===== src/rtl/alu_sequencer.sv =====
// Registered calculator controller: latches operands and operation on start, runs
// add/sub in one cycle and multiply/divide as WIDTH-step iterative sequences.
module alu_sequencer #(
  parameter int WIDTH = 6
) (
  input  logic               clk,
  input  logic               rst_n,
  input  logic               start,
  input  logic [15:0]        switches,
  output logic [2*WIDTH:0]   result,
  output logic [WIDTH-1:0]   remainder,
  output logic               busy,
  output logic               done,
  output logic               err
);

  localparam int RW = 2 * WIDTH + 1;
  localparam int CW = (WIDTH > 1) ? $clog2(WIDTH) : 1;
  localparam logic [CW-1:0] CNT_LAST = CW'(WIDTH - 1);

  localparam logic [1:0] IDLE   = 2'd0;
  localparam logic [1:0] EXEC   = 2'd1;
  localparam logic [1:0] ITER   = 2'd2;
  localparam logic [1:0] FINISH = 2'd3;

  localparam logic [2:0] OP_NONE = 3'd0;
  localparam logic [2:0] OP_ADD  = 3'd1;
  localparam logic [2:0] OP_SUB  = 3'd2;
  localparam logic [2:0] OP_DIV  = 3'd3;
  localparam logic [2:0] OP_MUL  = 3'd4;

  logic [1:0]         state;
  logic [2:0]         op_q;
  logic [WIDTH-1:0]   x_q, y_q;
  logic [CW-1:0]      cnt;
  logic [2*WIDTH-1:0] prod, mcand;
  logic [WIDTH-1:0]   mplier, quot, rem;

  logic [WIDTH-1:0]   sw_x, sw_y;
  logic [2:0]         op_dec;
  logic [WIDTH:0]     div_shift;
  logic [WIDTH-1:0]   div_diff;
  logic               div_ge;

  assign sw_y = switches[WIDTH-1:0];
  assign sw_x = switches[2*WIDTH-1:WIDTH];

  // NOTE: every signal assigned in always_comb gets a default first, so no latch is inferred.
  always_comb begin
    op_dec = OP_NONE;
    if (switches[15])      op_dec = OP_ADD;
    else if (switches[14]) op_dec = OP_SUB;
    else if (switches[13]) op_dec = OP_DIV;
    else if (switches[12]) op_dec = OP_MUL;
  end

  // Restoring-division step: the partial remainder is always < Y, so the
  // difference fits in WIDTH bits whenever the trial subtraction succeeds.
  always_comb begin
    div_shift = {rem, quot[WIDTH-1]};
    div_ge    = (div_shift >= {1'b0, y_q});
    div_diff  = div_shift[WIDTH-1:0] - y_q;
  end

  // NOTE: sequential state uses non-blocking assignments only, so every register
  // samples the pre-edge values regardless of statement order.
  always_ff @(posedge clk or negedge rst_n) begin
    if (!rst_n) begin
      state     <= IDLE;
      op_q      <= OP_NONE;
      x_q       <= '0;
      y_q       <= '0;
      cnt       <= '0;
      prod      <= '0;
      mcand     <= '0;
      mplier    <= '0;
      quot      <= '0;
      rem       <= '0;
      result    <= '0;
      remainder <= '0;
      busy      <= 1'b0;
      done      <= 1'b0;
      err       <= 1'b0;
    end else begin
      done <= 1'b0;
      case (state)
        IDLE: begin
          if (start) begin
            x_q    <= sw_x;
            y_q    <= sw_y;
            op_q   <= op_dec;
            busy   <= 1'b1;
            err    <= 1'b0;
            cnt    <= '0;
            prod   <= '0;
            mcand  <= {{WIDTH{1'b0}}, sw_x};
            mplier <= sw_y;
            quot   <= sw_x;
            rem    <= '0;
            if (op_dec == OP_MUL || (op_dec == OP_DIV && sw_y != '0)) state <= ITER;
            else                                                      state <= EXEC;
          end
        end
        EXEC: begin
          case (op_q)
            OP_ADD:  result <= RW'(x_q) + RW'(y_q);
            OP_SUB:  result <= RW'(x_q) - RW'(y_q);
            default: result <= '0;
          endcase
          // A DIV only reaches EXEC when its divisor was zero.
          if (op_q == OP_DIV) err <= 1'b1;
          remainder <= '0;
          done      <= 1'b1;
          busy      <= 1'b0;
          state     <= IDLE;
        end
        ITER: begin
          if (op_q == OP_MUL) begin
            if (mplier[0]) prod <= prod + mcand;
            mcand  <= mcand << 1;
            mplier <= mplier >> 1;
          end else begin
            rem  <= div_ge ? div_diff : div_shift[WIDTH-1:0];
            quot <= {quot[WIDTH-2:0], div_ge};
          end
          cnt <= cnt + 1'b1;
          if (cnt == CNT_LAST) state <= FINISH;
        end
        default: begin
          if (op_q == OP_MUL) begin
            result    <= {1'b0, prod};
            remainder <= '0;
          end else begin
            result    <= RW'(quot);
            remainder <= rem;
          end
          done  <= 1'b1;
          busy  <= 1'b0;
          state <= IDLE;
        end
      endcase
    end
  end

endmodule


===== config.mk =====
export PLATFORM = sky130hd
export DESIGN_NAME = alu_sequencer
export DESIGN_NICKNAME = d
export VERILOG_FILES = /design/src/rtl/alu_sequencer.sv
export SDC_FILE = /design/constraint.sdc
export NUM_CORES = 1
export LEC_CHECK = 0
export ABC_AREA = 1
export BUFFER_PORTS_ARGS = -buffer_cell sky130_fd_sc_hd__buf_2
export CORE_ASPECT_RATIO = 1.5
export CORE_MARGIN = 2
export CORE_UTILIZATION = 35
export CTS_CLUSTER_SIZE = 16
export DETAILED_ROUTE_END_ITERATION = 10
export PLACE_DENSITY = 0.58
export SLEW_MARGIN = 25
export SYNTH_ARGS = -nofsm -noshare
export SYNTH_HDL_FRONTEND = slang
export SYNTH_SLANG_ARGS = --single-unit
export TNS_END_PERCENT = 10

===== constraint.sdc =====
create_clock -name clk -period 4.2 [get_ports clk]
set_clock_uncertainty 0.2 [all_clocks]
set_input_delay 0.21 -clock clk [delete_from_list [all_inputs] [get_ports clk]]
set_output_delay 0.21 -clock clk [all_outputs]
set_load 0.01 [all_outputs]

==> summary.md <==
| Metric | Value |
|---|---|
| Outcome | finished clean |
| GRT Util Overall | 18.9% |
| Vias in the first global route | 4,398 |
| Prevailing post-synth register cell | dfrtp_1 |
| Drt wl/cell | 15.4 microns |
| Distinct cell type count after synthesis | 39 |
| Fillers | 1,478 |
| Fin. max-slew vios | 0 |
| Residual DRC | 0 |
| Slew @ Worst Pin | 696 ps |
| Warnings, synthesis | 0 |
| Largest net degree at the start of global routing | 54 |
| N_diodes | 0 |
| Max rail drop VDD | 0.000252 V |
| Drt initial violations | 339 |
| Global-route wire length before repair | 22,600 microns |
| Crit path depth | 6 |
| Mapped cell area | 5090 sq um |
| Final Cycle Share | 61.1% |
| I/O pin count | 41 |
| DR pass1 iterations | 6 |
| Area leader, netlist | dfrtp_1 |
| Fin crit period | 2570 ps |
| Launch point of the worst reg-to-reg path | state[0]$_DFFE_PN0P_ |
| Initial antenna violation count | 0 |
| Worst-path clk slew | 70 ps |
| Remaining Overflow, GRT | 0 |
| Critical Path Slowest Stage Cell | a21oi_2 |
| R2r setup slk | 1630 ps |
| Pwr/cell area | 640 nW/um^2 |
| Count of input and output buffers | 40 |
| Reg2reg end | rem[1]$_DFFE_PN0P_ |
| Relative slew slack | 53.6% |
| Deepest clock path buffer count | 2 |
| Worst setup margin | 1630 ps |
| Synthesized Nets | 716 |
| FFs w/ async S/R, synth | 100% |
| Setup violations, final | 0 |
| Share of layout cells above drive strength 1 | 10.8% |
| Most common cell after layout, fill and taps aside | nand2_1 |
| Cells after synthesis | 662 |
| FP Rows | 54 |
| Remaining antenna violation count | 0 |
| Fin. Hold Viols | 0 |
| Register area | 2100 sq um |
| Synth area leaders | dfrtp_1 (41%), nand2_1 (15%), ha_1 (7.6%), nand3_1 (6.7%), inv_1 (5.2%) |
| CTS buffer count | 9 |
| Post-synth EDFFs | 0 |
| Area grow syn2layout | 14.9% |
| Worst setup path endpoint | rem[1]$_DFFE_PN0P_ |
| Worst EP arrival | 2580 ps |
| Vias post-DR | 4,539 |
| DP Wirelength | 10,900 microns |
| Maxcap violations | 0 |
| CP cell instances | inv_2 -> nand3_4 -> a21oi_2 -> inv_1 -> nand2_1 -> o21ai_0 |
| Setup Fix Bufs, Post-CTS | 0 |
| HP Class | in -> reg |
| Critical path type | reg -> reg |
| Startpoint Class | register |
| Synth top area share | 41.3% |
| Fin Hold WS | 25.6 ps |
| DRT Wirelength | 13,900 microns |
| Area of the multi-input gates | 2590 sq um |
| CTS tree | done |
| Worst path max stage delay | 580 ps |
| WP buf/inv | 2 |
| Sum Neg Setup Slack | 0 ps |
| Static leakage | 3.06 nW |
| Worst-Skew Late Latency | 330 ps |
| Nets | 759 |
| Average size of a mapped cell | 7.69 sq um |
| Core Region | 14,400 sq um |
| Reg2Reg Depth | 6 |
| Synthesis-stage register bit count | 84 |
| Crit-path leading delay family | compound AO/OA/AOI/OAI gates |
| Sequential fraction of the synthesis area | 41.3% |
| CTS root buffer | clkbuf_16 |
| CTS Sinks | 84 |
| CP max FO | 26 |
| Initial Utilization | 35.4% |
| Die W | 102 microns |
| RSZ-0062 raised after global routing | no |
| Chip Height | 152 microns |
| F_max | 390 MHz |
| CP startpoint | state[0]$_DFFE_PN0P_ |
| CP Capture Type | register |
| DR vias/cell | 5.01 |
| Worst EP required | 4210 ps |
| Placer congestion estimate | 0.853 |
| Most frequent cells in the layout | nand2_1 (201), dfrtp_1 (84), inv_1 (71) |
| Die Footprint | 15,600 sq um |
| Place WS | 1650 ps |
| CTS HTree Levels | 3 |
cell families after synthesis:
| family | synth area share [%] |
|---|---|
| adder cells (fa/ha/maj) | 9.19 |
| XOR/XNOR | 1.03 |
| flip-flops | 41.3 |
| AO/OA/AOI/OAI | 11.0 |
| AND/OR/NAND/NOR | 29.7 |
| buffers and inverters | 7.86 |
worst min-delay path: cells and delay by family:
family | cells | cell delay [ps]
simple gates | 2 | 140
buf+inv | 1 | 90
compound gates | 1 | 70
per-layer routing:
layer	GRT usage (%)	share of wire (%)
met1	23.5	42
met4	6.60	2.5
met5	0	0
met2	33.4	54
met3	2.25	2.1
synthesized netlist by cell type, drive strengths merged, types with 2 or more instances:
| cell | n |
|---|---|
| a21oi | 20 |
| a31oi | 12 |
| a32o | 6 |
| a32oi | 2 |
| buf | 14 |
| clkbuf | 6 |
| clkinv | 2 |
| dfrtp | 84 |
| fa | 4 |
| ha | 31 |
| inv | 78 |
| nand2 | 206 |
| nand3 | 70 |
| nand3b | 5 |
| nand4 | 14 |
| nor2 | 44 |
| nor3 | 4 |
| o211ai | 6 |
| o21ai | 35 |
| o22ai | 6 |
| o31ai | 2 |
| or2 | 2 |
| xnor2 | 6 |
sequential cells by signal, indices dropped and copies added, names as in the netlist, 2 cells and up:
signal,flops
quot,6
remainder,6
state,2
mplier,6
cnt,3
result,13
y_q,6
rem,6
prod,12
mcand,12
op_q,3
x_q,6
worst min-delay path by stage:
stage	startpoint	to	slack, ps	depth (start not counted)
finish	switches[15]	op_q[1]$_DFFE_PN0P_	30	4
global route	switches[6]	mcand[0]$_DFFE_PN0P_	40	3
CTS	switches[6]	mcand[0]$_DFFE_PN0P_	5	3
detailed placement	rst_n	prod[7]$_DFFE_PN0P_	100	1
global placement	rst_n	prod[7]$_DFFE_PN0P_	80	1
floorplan	rst_n	busy$_DFFE_PN0P_	-290	0
final cells by class:
| type | count | share of cell area (%) |
|---|---|---|
| clock inverters | 5 | 1.05 |
| clock buffers | 11 | 3.98 |
| flip-flops and latches | 84 | 35.9 |
| multi-input cells | 478 | 44.3 |
| inverters | 80 | 5.13 |
| repair buffers | 52 | 5.47 |
| well taps | 196 | 4.19 |
report_power, final:
group / internal (W) / total [W] / switching, W
registers: 0.00105 / 0.00127 / 0.000218
clock network: 0.000463 / 0.000787 / 0.000324
logic: 0.000606 / 0.00169 / 0.00108
total: 0.00212 / 0.00375 / 0.00162
metrics by stage:
step                total power [W]  utilization [%]  area [sq um]  cells
detailed placement          0.00296             37.9          5450    879
floorplan                   0.00247                -          5090    662
global placement            0.00293             37.9          5450    879
CTS                         0.00377             40.7          5850    906
finish                      0.00375             40.7          5850    906
global route                0.00407             40.7          5850    906
repair_timing:
action | 4_1_cts | 5_1_grt
hold buffers | 11 | 0
hold endpoints to repair | 65 | 0
resized for setup | 0 | 0
No activity file was read; power rests on OpenSTA's default activity.
